--- src/rtl/systolic_drain_if.sv ---
// Result stream from the drain FIFO head towards the write-back path.
//
// Handshake: a beat transfers on a rising clock edge where out_valid and
// out_ready are both high. While out_valid is high and out_ready is low the
// producer holds out_data, out_col and out_last stable. out_valid never
// depends combinationally on out_ready. When out_valid is low the payload
// signals carry no meaning.
interface systolic_drain_if #(
    parameter int REG_WIDTH = 16,
    parameter int VECTOR    = 4,
    parameter int COL_W     = 2
);
    logic                              out_valid;
    logic                              out_ready;
    logic [VECTOR-1:0][REG_WIDTH-1:0]  out_data;
    logic [COL_W-1:0]                  out_col;
    logic                              out_last;

    // Drain side: produces beats.
    modport master (
        output out_valid,
        output out_data,
        output out_col,
        output out_last,
        input  out_ready
    );

    // Write-back side: consumes beats.
    modport slave (
        input  out_valid,
        input  out_data,
        input  out_col,
        input  out_last,
        output out_ready
    );
endinterface

--- src/rtl/systolic_drain.sv ---
// De-skewing drain for the bottom row of the vector-MAC systolic array.
// A tile start launches a countdown of LATENCY cycles; then one column per
// cycle is sampled from c_in (column j one cycle after column j-1) and pushed
// into a first-word-fall-through FIFO that feeds the write-back stream.
// FIFO space for a whole tile is reserved when the start is accepted, so the
// capture pushes never need to check for a full FIFO.
module systolic_drain #(
    parameter int REG_WIDTH  = 16,
    parameter int VECTOR     = 4,
    parameter int COLS       = 4,
    parameter int LATENCY    = 4,
    parameter int FIFO_DEPTH = 8,
    localparam int COL_W     = (COLS > 1) ? $clog2(COLS) : 1,
    localparam int FC_W      = $clog2(FIFO_DEPTH + 1)
) (
    input  logic                 clk,
    input  logic                 rst,
    input  logic                 start,
    output logic                 start_ready,
    input  logic [REG_WIDTH-1:0] c_in [COLS-1:0][VECTOR-1:0],
    output logic                 busy,
    output logic                 tile_done,
    output logic [FC_W-1:0]      fifo_count,
    output logic [1:0]           dbg_state,
    systolic_drain_if.master     out_bus
);

    localparam int MAXC   = (LATENCY > COLS) ? LATENCY : COLS;
    localparam int CNT_W  = $clog2(MAXC + 1);
    localparam int PTR_W  = (FIFO_DEPTH > 1) ? $clog2(FIFO_DEPTH) : 1;
    localparam int FREE_W = FC_W + 1;

    typedef enum logic [1:0] {
        S_IDLE    = 2'd0,
        S_WAIT    = 2'd1,
        S_CAPTURE = 2'd2
    } state_t;

    typedef struct packed {
        logic                             last;
        logic [COL_W-1:0]                 col;
        logic [VECTOR-1:0][REG_WIDTH-1:0] data;
    } entry_t;

    // Control state. In WAIT the counter holds cycles since acceptance; in
    // CAPTURE it holds the index of the column sampled at the next edge.
    state_t            state_q, state_d;
    logic [CNT_W-1:0]  cnt_q, cnt_d;
    logic              tile_done_q, tile_done_d;

    // Capture decode.
    logic              capture;
    logic [COL_W-1:0]  cap_col;
    logic              cap_last;
    entry_t            push_entry;

    // FIFO storage and bookkeeping.
    entry_t            mem_q [FIFO_DEPTH];
    logic [PTR_W-1:0]  wr_q, rd_q;
    logic [PTR_W-1:0]  wr_nxt, rd_nxt;
    logic [FC_W-1:0]   count_q;
    logic [FREE_W-1:0] free_slots;
    logic              push, pop;
    logic              head_valid;
    entry_t            head;

    // Free space seen by the start check; a whole tile must fit.
    assign free_slots = FREE_W'(FIFO_DEPTH) - {1'b0, count_q};

    // FSM state register with counter and the tile_done pulse.
    always_ff @(posedge clk) begin
        if (rst) begin
            state_q     <= S_IDLE;
            cnt_q       <= '0;
            tile_done_q <= 1'b0;
        end else begin
            state_q     <= state_d;
            cnt_q       <= cnt_d;
            tile_done_q <= tile_done_d;
        end
    end

    // FSM next-state: count out the array latency, then walk the columns.
    always_comb begin
        state_d     = state_q;
        cnt_d       = cnt_q;
        tile_done_d = 1'b0;
        case (state_q)
            S_IDLE: begin
                if (start && start_ready) begin
                    state_d = S_WAIT;
                    cnt_d   = CNT_W'(1);
                end
            end
            S_WAIT: begin
                if (capture) begin
                    if (cap_last) begin
                        // Single-column array: the first capture ends the tile.
                        state_d     = S_IDLE;
                        cnt_d       = '0;
                        tile_done_d = 1'b1;
                    end else begin
                        state_d = S_CAPTURE;
                        cnt_d   = CNT_W'(1);
                    end
                end else begin
                    cnt_d = cnt_q + CNT_W'(1);
                end
            end
            S_CAPTURE: begin
                if (cap_last) begin
                    state_d     = S_IDLE;
                    cnt_d       = '0;
                    tile_done_d = 1'b1;
                end else begin
                    cnt_d = cnt_q + CNT_W'(1);
                end
            end
            default: begin
                state_d = S_IDLE;
                cnt_d   = '0;
            end
        endcase
    end

    // FSM outputs: acceptance, busy flag and which column is sampled now.
    always_comb begin
        busy        = (state_q != S_IDLE);
        start_ready = (state_q == S_IDLE) && (free_slots >= FREE_W'(COLS));
        capture     = 1'b0;
        cap_col     = '0;
        if ((state_q == S_WAIT) && (cnt_q == CNT_W'(LATENCY))) begin
            capture = 1'b1;
            cap_col = '0;
        end else if (state_q == S_CAPTURE) begin
            capture = 1'b1;
            cap_col = COL_W'(cnt_q);
        end
        cap_last = capture && (cap_col == COL_W'(COLS - 1));
    end

    // Select the column being sampled and tag it with its index.
    always_comb begin
        push_entry.last = cap_last;
        push_entry.col  = cap_col;
        for (int v = 0; v < VECTOR; v++) begin
            push_entry.data[v] = c_in[cap_col][v];
        end
    end

    assign push       = capture;
    assign head_valid = (count_q != '0);
    assign pop        = head_valid && out_bus.out_ready;
    assign wr_nxt     = (wr_q == PTR_W'(FIFO_DEPTH - 1)) ? '0 : wr_q + PTR_W'(1);
    assign rd_nxt     = (rd_q == PTR_W'(FIFO_DEPTH - 1)) ? '0 : rd_q + PTR_W'(1);

    // FIFO storage write; contents need no reset since pointers gate reads.
    always_ff @(posedge clk) begin
        if (push && !rst) begin
            mem_q[wr_q] <= push_entry;
        end
    end

    // FIFO pointers and occupancy; a simultaneous push and pop keeps count.
    always_ff @(posedge clk) begin
        if (rst) begin
            wr_q    <= '0;
            rd_q    <= '0;
            count_q <= '0;
        end else begin
            if (push) begin
                wr_q <= wr_nxt;
            end
            if (pop) begin
                rd_q <= rd_nxt;
            end
            case ({push, pop})
                2'b10:   count_q <= count_q + FC_W'(1);
                2'b01:   count_q <= count_q - FC_W'(1);
                default: count_q <= count_q;
            endcase
        end
    end

    // Head of the FIFO falls through to the stream; payload zeroed when empty.
    always_comb begin
        head              = mem_q[rd_q];
        out_bus.out_valid = head_valid;
        out_bus.out_data  = head_valid ? head.data : '0;
        out_bus.out_col   = head_valid ? head.col  : '0;
        out_bus.out_last  = head_valid ? head.last : 1'b0;
    end

    assign tile_done  = tile_done_q;
    assign fifo_count = count_q;
    assign dbg_state  = state_q;

endmodule

--- src/flat_wrapper.sv ---
// flat-port wrapper written by rule: the top's interface ports become plain ports
module systolic_drain_flat 
#(
    parameter int REG_WIDTH  = 16,
    parameter int VECTOR     = 4,
    parameter int COLS       = 4,
    parameter int LATENCY    = 4,
    parameter int FIFO_DEPTH = 8,
    localparam int COL_W     = (COLS > 1) ? $clog2(COLS) : 1,
    localparam int FC_W      = $clog2(FIFO_DEPTH + 1)
)
  (clk, rst, start, start_ready, c_in, busy, tile_done, fifo_count, dbg_state, out_bus_out_valid, out_bus_out_data, out_bus_out_col, out_bus_out_last, out_bus_out_ready);
  systolic_drain_if #(.REG_WIDTH(REG_WIDTH), .VECTOR(VECTOR)) out_bus_i ();
  input  logic clk;
  input  logic rst;
  input  logic start;
  output logic start_ready;
  input  logic [REG_WIDTH-1:0] c_in[COLS-1:0][VECTOR-1:0];
  output logic busy;
  output logic tile_done;
  output logic [FC_W-1:0] fifo_count;
  output logic [1:0] dbg_state;
  output wire logic [$bits(out_bus_i.out_valid)-1:0] out_bus_out_valid;
  output wire logic [$bits(out_bus_i.out_data)-1:0] out_bus_out_data;
  output wire logic [$bits(out_bus_i.out_col)-1:0] out_bus_out_col;
  output wire logic [$bits(out_bus_i.out_last)-1:0] out_bus_out_last;
  input wire logic [$bits(out_bus_i.out_ready)-1:0] out_bus_out_ready;
  assign out_bus_out_valid = out_bus_i.out_valid;
  assign out_bus_out_data = out_bus_i.out_data;
  assign out_bus_out_col = out_bus_i.out_col;
  assign out_bus_out_last = out_bus_i.out_last;
  assign out_bus_i.out_ready = out_bus_out_ready;
  systolic_drain #(.REG_WIDTH(REG_WIDTH), .VECTOR(VECTOR), .COLS(COLS), .LATENCY(LATENCY), .FIFO_DEPTH(FIFO_DEPTH)) u_core (.clk(clk), .rst(rst), .start(start), .start_ready(start_ready), .c_in(c_in), .busy(busy), .tile_done(tile_done), .fifo_count(fifo_count), .dbg_state(dbg_state), .out_bus(out_bus_i));
endmodule
--- config.mk ---
export PLATFORM = sky130hd
export DESIGN_NAME = systolic_drain_flat
export DESIGN_NICKNAME = d
export VERILOG_FILES = /design/src/rtl/systolic_drain_if.sv /design/src/rtl/systolic_drain.sv /design/src/flat_wrapper.sv
export SDC_FILE = /design/constraint.sdc
export NUM_CORES = 1
export LEC_CHECK = 0
export ABC_AREA = 1
export ABC_CLOCK_PERIOD_IN_PS = 6400
export CAP_MARGIN = 20
export CORE_UTILIZATION = 55
export DETAILED_ROUTE_END_ITERATION = 16
export PLACE_DENSITY = 0.92
export SLEW_MARGIN = 10
export SYNTH_ARGS = -nofsm -noshare
export SYNTH_HDL_FRONTEND = slang
export SYNTH_SLANG_ARGS = --single-unit
--- constraint.sdc ---
create_clock -name clk -period 6.4 [get_ports clk]
set_clock_uncertainty 0.15 [all_clocks]
set_input_delay 0.64 -clock clk [delete_from_list [all_inputs] [get_ports clk]]
set_output_delay 0.64 -clock clk [all_outputs]
set_load 0.005 [all_outputs]
## Word level (Yosys, flattened, before mapping)

Memory sizes are Yosys's and may differ from the RTL's. A register that Yosys moved wholly into a read port is not among the register bits.
Cells that the tools add are included.
W data, S select, Z words.

- Bits in registers: 16
- RAM bits: 536
- Input port bits: 260
- Output and inout bits: 77
- Word-level logic and storage cells: 67
- Memories kept: 1

- Add/subtract/negate cells: 6
- Magnitude comparators: 2
- Eq/ne operators: 11
- Muxes and demuxes: 29
- Reductions and logical operators: 12

Memory list:

| memory | depth | bits a word | read ports | clocked after Yosys merged registers in | write ports | RTL line | RTL |
|---|---|---|---|---|---|---|---|
| u_core.mem_q | 8 | 67 | 1 | 1 | 1 | systolic_drain.sv:58 | `entry_t mem_q [FIFO_DEPTH];` |

Operators with widths:

| kind | number |
|---|---|
| $bmux W64 S2 | 1 |
| $mux W64 | 2 |
| $mux W3 | 7 |
| $mux W2 | 7 |
| $add A3 B1 Y3 const B | 3 |
| $eq A3 B3 Y1 const B | 3 |
| $pmux W3 S3 | 1 |
| $mux W1 | 8 |
| $pmux W4 S2 | 1 |
| $eq A2 B2 Y1 const B | 3 |
| $logic_and A1 B1 Y1 | 6 |
| $ne A2 B1 Y1 const B | 3 |
| $pmux W2 S3 | 1 |
| $ge A5 B3 Y1 const B | 1 |
| $sub A4 B4 Y5 const A | 1 |
| $add A4 B1 Y4 const B | 1 |
| $eq A2 B1 Y1 const B | 2 |
| $reduce_bool A2 Y1 | 2 |
| $reduce_bool A4 Y1 | 1 |
| $sub A4 B1 Y4 const B | 1 |
| $lt A2 B3 Y1 const B | 1 |
| $reduce_and A3 Y1 | 1 |
| $logic_not A2 Y1 | 1 |
| $pmux W1 S2 | 1 |
| $logic_not A1 Y1 | 1 |

## Logic depth before layout (Yosys ltp)

Gate-level depths: netlist of run 1.

- Depth after elaboration: 8
- Depth in mapped cells: 15
- Gate-level depth less buffers: 15

## Worst setup path after synthesis of run 1

Ideal clock, no wire load.

- Path kind: register -> register
- Start: register u_core.state_q[1], in the netlist u_core.dbg_state[1]
- End: memory u_core.mem_q[1][0] (netlist bit), enable pin
- Setup time: 492 ps
- Arrival time: 3990 ps
- Required time: 5758 ps
- Setup slack: 1768 ps
- Cell stages (with the launch flop): 9
- Buffers on the path: 0
- Clock period less this slack: 4632 ps
- Cell sequence: dfxtp_1 inv_1 ha_1 nand3_2 nand2_1 inv_1 nor2_1 nand2_1 nor2_1

- Longest elaborated chain between the ends: 6
- Elaborated cells between the ends (all ways): 8
- Classes of those cells: 2 x eq/ne; 4 x mux; 2 x reduce/logical

Ends and longest elaborated chain:

| element | RTL line | RTL |
|---|---|---|
| from (decl) | systolic_drain.sv:47 | `state_t state_q, state_d;` |
| from (signal assigned) | systolic_drain.sv:77 | `state_q <= state_d;` |
| $eq A2 B2 Y1 or $eq A2 B1 Y1 (tied branches) | systolic_drain.sv:135, systolic_drain.sv:132 |  |
| $mux W1 or $logic_and A1 B1 Y1 (tied branches) | systolic_drain.sv:135, systolic_drain.sv:132 |  |
| $mux W1 * | systolic_drain.sv:132 | `if ((state_q == S_WAIT) && (cnt_q == CNT_W'(LATENCY))) begin` |
| $logic_and A1 B1 Y1 * | systolic_drain.sv:159 | `if (push && !rst) begin` |
| $mux W1 * | systolic_drain.sv:159 |  |
| $mux W1 (not written as such) * | systolic_drain.sv:160 | `mem_q[wr_q] <= push_entry;` |
| to (decl) | systolic_drain.sv:58 |  |

Every way passes the cells marked *; elsewhere a longest branch is shown, timed or not.

==> impl_summary.md, run 1 <==
Outcome
The run finished with clean final reports.

Synth
Counting flops and latches in the post-synthesis netlist gives 555. The average cell area after synthesis is 12.1 sq um. The total number of yosys warnings is 0.

The cell area that synthesis handed to floorplanning was roughly 0.025 sq mm. The post-synthesis async set-or-reset flop share is 0. The number of flops mapped to enable cells by yosys is ~540. The count of different cell masters after synthesis is 39. The post-synth net total is around 2300.

The number of instances in the synthesized netlist is between 2000 and 2500. The most used flip-flop cell after synthesis is edfxtp_1. Of the synthesized area, sequential elements account for 0.669.

Clock network
TritonCTS built the clock tree. Counting along the longest clock path gives a buffer depth of 3. The CTS H-tree depth is 2. The number of sinks handled by clock tree synthesis is approximately 560. Clock tree synthesis inserted a total of 50 buffers. After clock tree synthesis, the repair step resized 0 gates.

The count of hold buffers inserted by post-cts repair is 0. The CTS root buffer is clkbuf_16. Clock-pin slew was measured on the worst setup and hold paths at about 0.07 ns. Post-CTS timing repair inserted 0 buffers for setup. The insertion delay to the later sink of the worst-skew pair is about 0.57 ns.

Final layout
The layout filler cell count is 2899. The area occupied by multi-input gates is a little over 0.007 sq mm. The synthesis-to-finish area growth is 21.6%.

In the final design database the tool counted 2589 nets. The share of final-layout standard cells stronger than drive strength 1 is 0.0880. Excluding fillers, the count of instances in the completed layout stands at slightly below 3000. The final cell area excluding filler cells is 0.0299 sq mm.

The sequential cell area is around 0.016 sq mm.

STA
The final worst-path setup slack is 1.96 ns. The transition time of the tightest slew-check pin is approximately 1.2 ns. The period utilization is 0.694. For this run, the top clock speed supported by timing is between 200 and 250 MHz. Setup violations remaining at the end of the flow were counted as 0.

The worst max-slew margin expressed relative to the limit is 0.219. The clock period could shrink to about 4.4 ns. The count of final max-slew check failures came to 0. The final hold violation count is 0. The sum of negative setup slack is 0 ns. Setup repair after global routing left no endpoint under its margin.

Global route
Across every metal layer, demand over resource in global routing totals 0.270. The met2 usage in global routing is 0.466. The met1 track demand over resource in global routing is 0.333.

The number of global-route vias before repair is between 15000 and 20000. The wire length of the first global-routing pass is a little over 90000 microns. Entering global routing, the biggest net connects 158 pins. For this run the aggregate overflow at the end of global routing stands at 0. The met3 layer usage reported by global route is 0.0499. In this run the most used layer during global routing was met2. The initial antenna violation count is 1.

Setup path
Along the worst path, the maximum fanout reaches 84. The setup slack of the worst register-to-register path is approximately 2.3 ns. The critical path required time is roughly 5.6 ns. The type of the worst setup path is reg -> out. STA classifies the critical path endpoint as an output port. Traced cell by cell, the critical path runs through inv_6 -> buf_16 -> buf_4 -> nor2_1 -> o21ai_1 -> o21ai_1 -> nor2_1 -> clkdlybuf4s50_1. In this run the critical register-to-register path is captured at u_core.mem_q[1][37]. On the critical path, the stage with the largest delay is an instance of clkdlybuf4s50_1. The cell count of the worst reg-to-reg path is 8.

The startpoint of the worst register-to-register path is u_core.dbg_state[1]. Data arrives at the worst endpoint at around 3.7 ns. The stage delay of the slowest cell on the critical path is 0.56 ns.

STA classifies the critical path startpoint as a flop.

Drt
The total number of vias is roughly 18000. The routed wirelength normalized by instance count is ~21 microns. In the routed layout, each cell is associated on average with a via count of 6.03. The final routed DRC violation total is 0. The number of nets still failing antenna checks after routing is 0. In this run, the number of DRC markers left after iteration 0 of detailed routing was around 2200.

The pre-antenna-repair detailed-routing pass consisted of 5 iterations. The overall routed net length is around 63000 microns.

Floorplan
about 340 I/O pins were placed. The die span in y is between 200 and 250 microns. The overall die area is 0.0456 sq mm.

For this configuration, the core starts out at a cell density of 0.557. In this run the standard cell core region covers approximately 0.044 sq mm. The die is ~210 microns wide. The row count is between 70 and 80.

Power
Across the VDD grid, the largest voltage drop is approximately 0.00035 V. The power per unit of standard cell area is around 400 mW/mm^2. In this run the static leakage power is just under 10 nW.

Placed design
Detailed placement finished with a half-perimeter wire length of approximately 36000 microns. Routability-driven placement finished with a final weighted congestion of approximately 0.9. The quantity of I/O buffers inserted on ports is 336.

The placed standard-cell area is between 0.02 and 0.03 sq mm. The worst setup timing slack at the placement stage is between 2 and 2.5 ns. The placed instance count is between 2000 and 3000.

Worst hold path
The startpoint identified for the worst hold timing path is u_core.cnt_q[2]. The worst hold path terminates at u_core.cnt_q[2]. The tightest min-delay check is of the reg -> reg type. The hold-critical path depth is 2.

Job
The tool flagged a number of max-cap violations equal to 0.
worst max-delay path by stage:
stage	startpoint	to	slack [ns]	depth (start not counted)
finish	flop	out_bus_out_data[33]	1.96	8
global route	flop	out_bus_out_data[33]	1.77	8
CTS	flop	out_bus_out_data[33]	1.86	7
detailed placement	u_core.dbg_state[1]	u_core.mem_q[4][37]	2.46	8
global placement	flop	out_bus_out_data[33]	2.59	7
floorplan	u_core.dbg_state[1]	u_core.mem_q[1][0]	1.77	8
layer usage:
metal	wire length, microns	share of wire
met5	0	0
met4	2030	0.032
met3	6530	0.10
met2	31300	0.49
met1	23400	0.37
stage by stage:
stage	utilization	hold WS [ns]	power [mW]
finish	0.677	0.398	11.8
global route	0.677	0.428	12.3
CTS	0.672	0.383	11.7
detailed placement	0.635	0.370	8.77
global placement	0.635	0.353	8.61
floorplan	-	0.332	6.93
cell families after synthesis:
| kind of cell | synth area share |
|---|---|
| simple gates | 0.111 |
| flops | 0.669 |
| compound gates | 0.145 |
| buf+inv | 0.0407 |
| mux | 0.0272 |
| fa+ha+maj | 0.00711 |
| xor+xnor | 0.000356 |
cell type report:
| type | count | area share |
|---|---|---|
| flip-flops and latches | 555 | 0.551 |
| multi-input cells | 1309 | 0.241 |
| repair buffers | 372 | 0.126 |
| clock buffers | 58 | 0.0428 |
| well taps | 592 | 0.0247 |
| clock inverters | 31 | 0.0110 |
| inverters | 27 | 0.00389 |
| diodes | 1 | 0.0000836 |
registers in the layout (all words and copies together), names as in the netlist, named ones only:
name and count:
u_core.tile_done 1, u_core.cnt_q 3, u_core.wr_q 3, u_core.fifo_count 4, u_core.mem_q 536, u_core.rd_q 3, u_core.dbg_state 2
worst max-delay path, delay by kind of cell (launching register included):
family / cells / cell delay (ns)
buffers and inverters: 4 / 1.89
DFF: 1 / 0.50
and+or+nand+nor: 2 / 0.32
AOI/OAI and AO/OA: 2 / 0.25
cells in the mapped netlist, types with 2 or more instances:
cell type  number  area [sq um]
or2_0          19           119
o211ai_1       18           135
nand2_1        33           124
o21ai_0       213          1070
buf_2          33           165
buf_1          16          60.1
ha_1           14           175
mux2i_1        67           671
clkbuf_1       49           184
o22ai_1        67           419
a21oi_1        10          50.1
dfxtp_1        19           380
or2_1          37           231
inv_2           3          11.3
inv_1          23          86.3
o211ai_2       47           588
nand4_1         2          12.5
buf_6          26           293
o21ai_1       130           651
nor2_1        557          2090
nand3_1        14          70.1
nand3b_1        2          15.0
or2_2           8          50.1
buf_4          20           150
o31ai_1        37           278
o31ai_2        27           338
edfxtp_1      536         16100
cell usage in the layout (no fill, tap or decap), drive strengths merged, types with 2 or more instances in the layout:
cell type / instances
o21ai: 343
mux2i: 67
o22ai: 67
o31ai: 64
edfxtp: 536
buf: 29
ha: 14
o211ai: 65
bufinv: 7
clkbuf: 65
clkinv: 25
dfxtp: 19
nor2: 557
inv: 26
clkdlybuf4s50: 336
or2: 64
nand2: 34
nand3b: 2
a21oi: 10
nand4: 2
nand3: 15
power by group:
group	switching (mW)	internal, mW
Combinational	2.58	1.77
Sequential	0.170	4.29
Clock	1.24	1.71
Note: power is estimated with default switching activity, not from simulation.
==> run 2: changes to the inputs <==
--- a/config.mk
+++ b/config.mk
@@ -6,7 +6,7 @@
 export NUM_CORES = 1
 export LEC_CHECK = 0
 export ABC_AREA = 1
-export ABC_CLOCK_PERIOD_IN_PS = 6400
+export ABC_CLOCK_PERIOD_IN_PS = 4300
 export CAP_MARGIN = 20
 export CORE_UTILIZATION = 55
 export DETAILED_ROUTE_END_ITERATION = 16
==> constraint.sdc (replaced) <==
create_clock -name clk -period 4.3 [get_ports clk]
set_clock_uncertainty 0.15 [all_clocks]
set_input_delay 0.43 -clock clk [delete_from_list [all_inputs] [get_ports clk]]
set_output_delay 0.43 -clock clk [all_outputs]
set_load 0.005 [all_outputs]
==> run 2 against run 1 <==
Effect of this change: worst hold slack got worse by 0.023 ns; power grew 50%; critical endpoint is now out_bus_out_data[7]; flip-flop and latch count unchanged; utilization grew 0.30 points.
==> impl_summary.md, run 2 (synthesized netlist as in run 1, its figures left out) <==
Final layout
The sequential cell area is 0.0165 sq mm (unchanged). The layout filler cell count was 2826 (-2.5%). The number of nets at the end of the flow came to 2599 (+0.39%). The area occupied by multi-input gates came to 0.00722 sq mm (about the same). The number of flip-flops in the largest register is 536 (unchanged). The library cell used most frequently in the layout, excluding fill and tap cells, is nor2_1. The synthesis-to-finish area growth is 22.2%.

The top cell types in the final layout, fill and taps aside, are nor2_1, edfxtp_1, clkdlybuf4s50_1. The share of final-layout standard cells stronger than drive strength 1 is 0.0906 (+0.00263). The fraction of the core area covered by cells at the end of the flow is 0.680 (+0.00300).

Counting flops per register, the top entry is u_core.mem_q.

Setup path
The critical path required time came to 3.72 ns (-1.89 ns). The cell count of the worst reg-to-reg path is 8 (unchanged). The setup slack of the worst register-to-register path came to 0.66 ns (-1.65 ns). The startpoint type of the worst setup path is a flop.

STA classifies the critical path endpoint as an output port. The worst register-to-register path begins at u_core.dbg_state[0]. The type of the worst setup path is reg -> out. The arrival time at the worst endpoint came to 3.36 ns (-0.29 ns). The top fanout value on the critical path is 65 (-23%). In this run the critical register-to-register path is captured at u_core.mem_q[1][5].

Global route
The number of global-route vias before repair is 17800 (+4.5%). The wire length of the first global-routing pass is 95400 microns (+2.8%). The largest net degree at the start of global routing is 104 (-34%). The initial antenna violation count is 2 (+1). The aggregate global-route resource usage came to 0.277 (+0.00722).

The total overflow reported by the global router is 0 (unchanged).

Drt
The overall routed net length is 64800 microns (+2.4%). The count of routing violations after the opening detailed-route iteration came to 1679 (-22%). The number of nets still failing antenna checks after routing is 0 (unchanged).

The routed wirelength normalized by instance count is 21.9 microns (+2.1%). The total number of vias is 17900 (+0.61%). The number of detailed-route iterations in the first pass was 6 (+1). The final routed DRC violation total is 0 (unchanged). The via density per instance is 6.04 (+0.30%).

Clock network
The number of clock buffers inserted by TritonCTS is 52 (+4.0%). The CTS H-tree depth came to 2 (unchanged). The CTS root buffer is clkbuf_16. The number of sinks handled by clock tree synthesis is 555 (unchanged).

The count of hold buffers inserted by post-cts repair was 0 (unchanged). The CTS tree is yes. The insertion delay to the later sink of the worst-skew pair is 0.58 ns (about the same).

The clock edge transition at the registers on the reported setup and hold paths was 0.06 ns (about the same). The buffer levels on the longest clock path came to 3 (unchanged). The post-CTS setup-driven buffer insertion count was 0 (unchanged).

The post-cts gate resize count is 0 (unchanged).

Placed design
The placed wire-length estimate after detailed placement is 37800 microns (+5.7%). The global placement routability congestion is 0.875 (-1.8%). The quantity of I/O buffers inserted on ports is 336 (unchanged).

Worst hold path
The hold-critical path depth came to 2 (unchanged). The class of the most critical hold timing path is reg -> reg. The worst hold path begins at u_core.rd_q[2].

Power
The maximum vdd drop is 0.000400 V (+15%). The static leakage power came to 9.78 nW (+0.55%). The power per unit of standard cell area came to 587 mW/mm^2 (+50%).

Floorplan
The chip width is 214 microns (unchanged). The row count is 77 (unchanged). The overall die area is 0.0456 sq mm (unchanged).

The count of pins on the block boundary was 337 (unchanged). The die span in y is 214 microns (unchanged). The area of the placeable core came to 0.0442 sq mm (unchanged). The effective utilization at floorplan was 0.557 (unchanged).

STA
The final hold violation count came to 0 (unchanged). The worst hold slack after final layout is 0.376 ns (-0.0227 ns). The period utilization is 0.917.

Based on the critical path, the design can be clocked at up to roughly 250 MHz. The clock period minus worst slack is approximately 3.9 ns. The total of endpoints with negative setup slack in the final report is 0 (unchanged). The count of final max-slew check failures is 0 (unchanged).

The transition time of the tightest slew-check pin is 1.22 ns (+0.0604 ns). Setup repair after global routing left no endpoint under its margin. The sum of negative setup slack is 0 ns (unchanged). The worst max-slew margin expressed relative to the limit came to 0.178 (-0.0406).

Outcome
The run finished with clean final reports.

Job
The total of max-cap violations is 0 (unchanged).
==> run 2: area by class of cell <==
type	count	area share
Timing Repair Buffer	380	0.129
Sequential cell	555	0.548
Tap cell	592	0.0246
Inverter	27	0.00387
Clock buffer	59	0.0441
Antenna cell	1	0.0000832
Multi-Input combinational cell	1309	0.240
Clock inverter	31	0.0102
==> run 2: through the flow <==
step	std cells	power, mW	setup WS, ns	instance area [sq um]
3_3_place_gp	2854	12.9	1.01	28400
3_5_place_dp	2854	13.2	0.793	28400
4_1_cts	2944	17.6	0.377	30000
2_1_floorplan	2039	10.3	-0.332	24600
6_report	2954	17.7	0.357	30100
5_1_grt	2954	18.5	0.152	30100
==> run 2: power breakdown <==
group | switching (mW) | internal (mW)
registers | 0.207 | 6.39
clock network | 1.87 | 2.56
logic | 3.97 | 2.67
==> run 2: metal layers <==
metal | up-vias | track usage | wire length, microns
met1 | 8592 | 0.329 | 23200
met4 | 0 | 0.136 | 2480
met3 | 172 | 0.0492 | 6150
met5 | - | 0 | 0
met2 | 1113 | 0.488 | 32900
li1 | 7976 | - | -
==> run 2: worst max path at each step <==
stage	from	to	slack, ns	depth (start not counted)
2_1_floorplan	u_core.dbg_state[1]	u_core.mem_q[1][0]	-0.33	8
3_3_place_gp	u_core.dbg_state[0]	u_core.mem_q[0][63]	1.01	8
3_5_place_dp	u_core.dbg_state[0]	u_core.mem_q[1][5]	0.79	8
4_1_cts	flop	out_bus_out_data[17]	0.38	8
5_1_grt	flop	out_bus_out_data[16]	0.15	8
6_report	flop	out_bus_out_data[7]	0.36	8
==> run 2: critical path, cell delays in order (launching register included) <==
cell             delay, ns
dfxtp_4               0.64
buf_4                 0.68
nor2_1                0.11
nor2_1                0.10
o21ai_0               0.08
o21ai_1               0.10
o21ai_0               0.08
nor2_1                0.38
clkdlybuf4s50_1       0.58
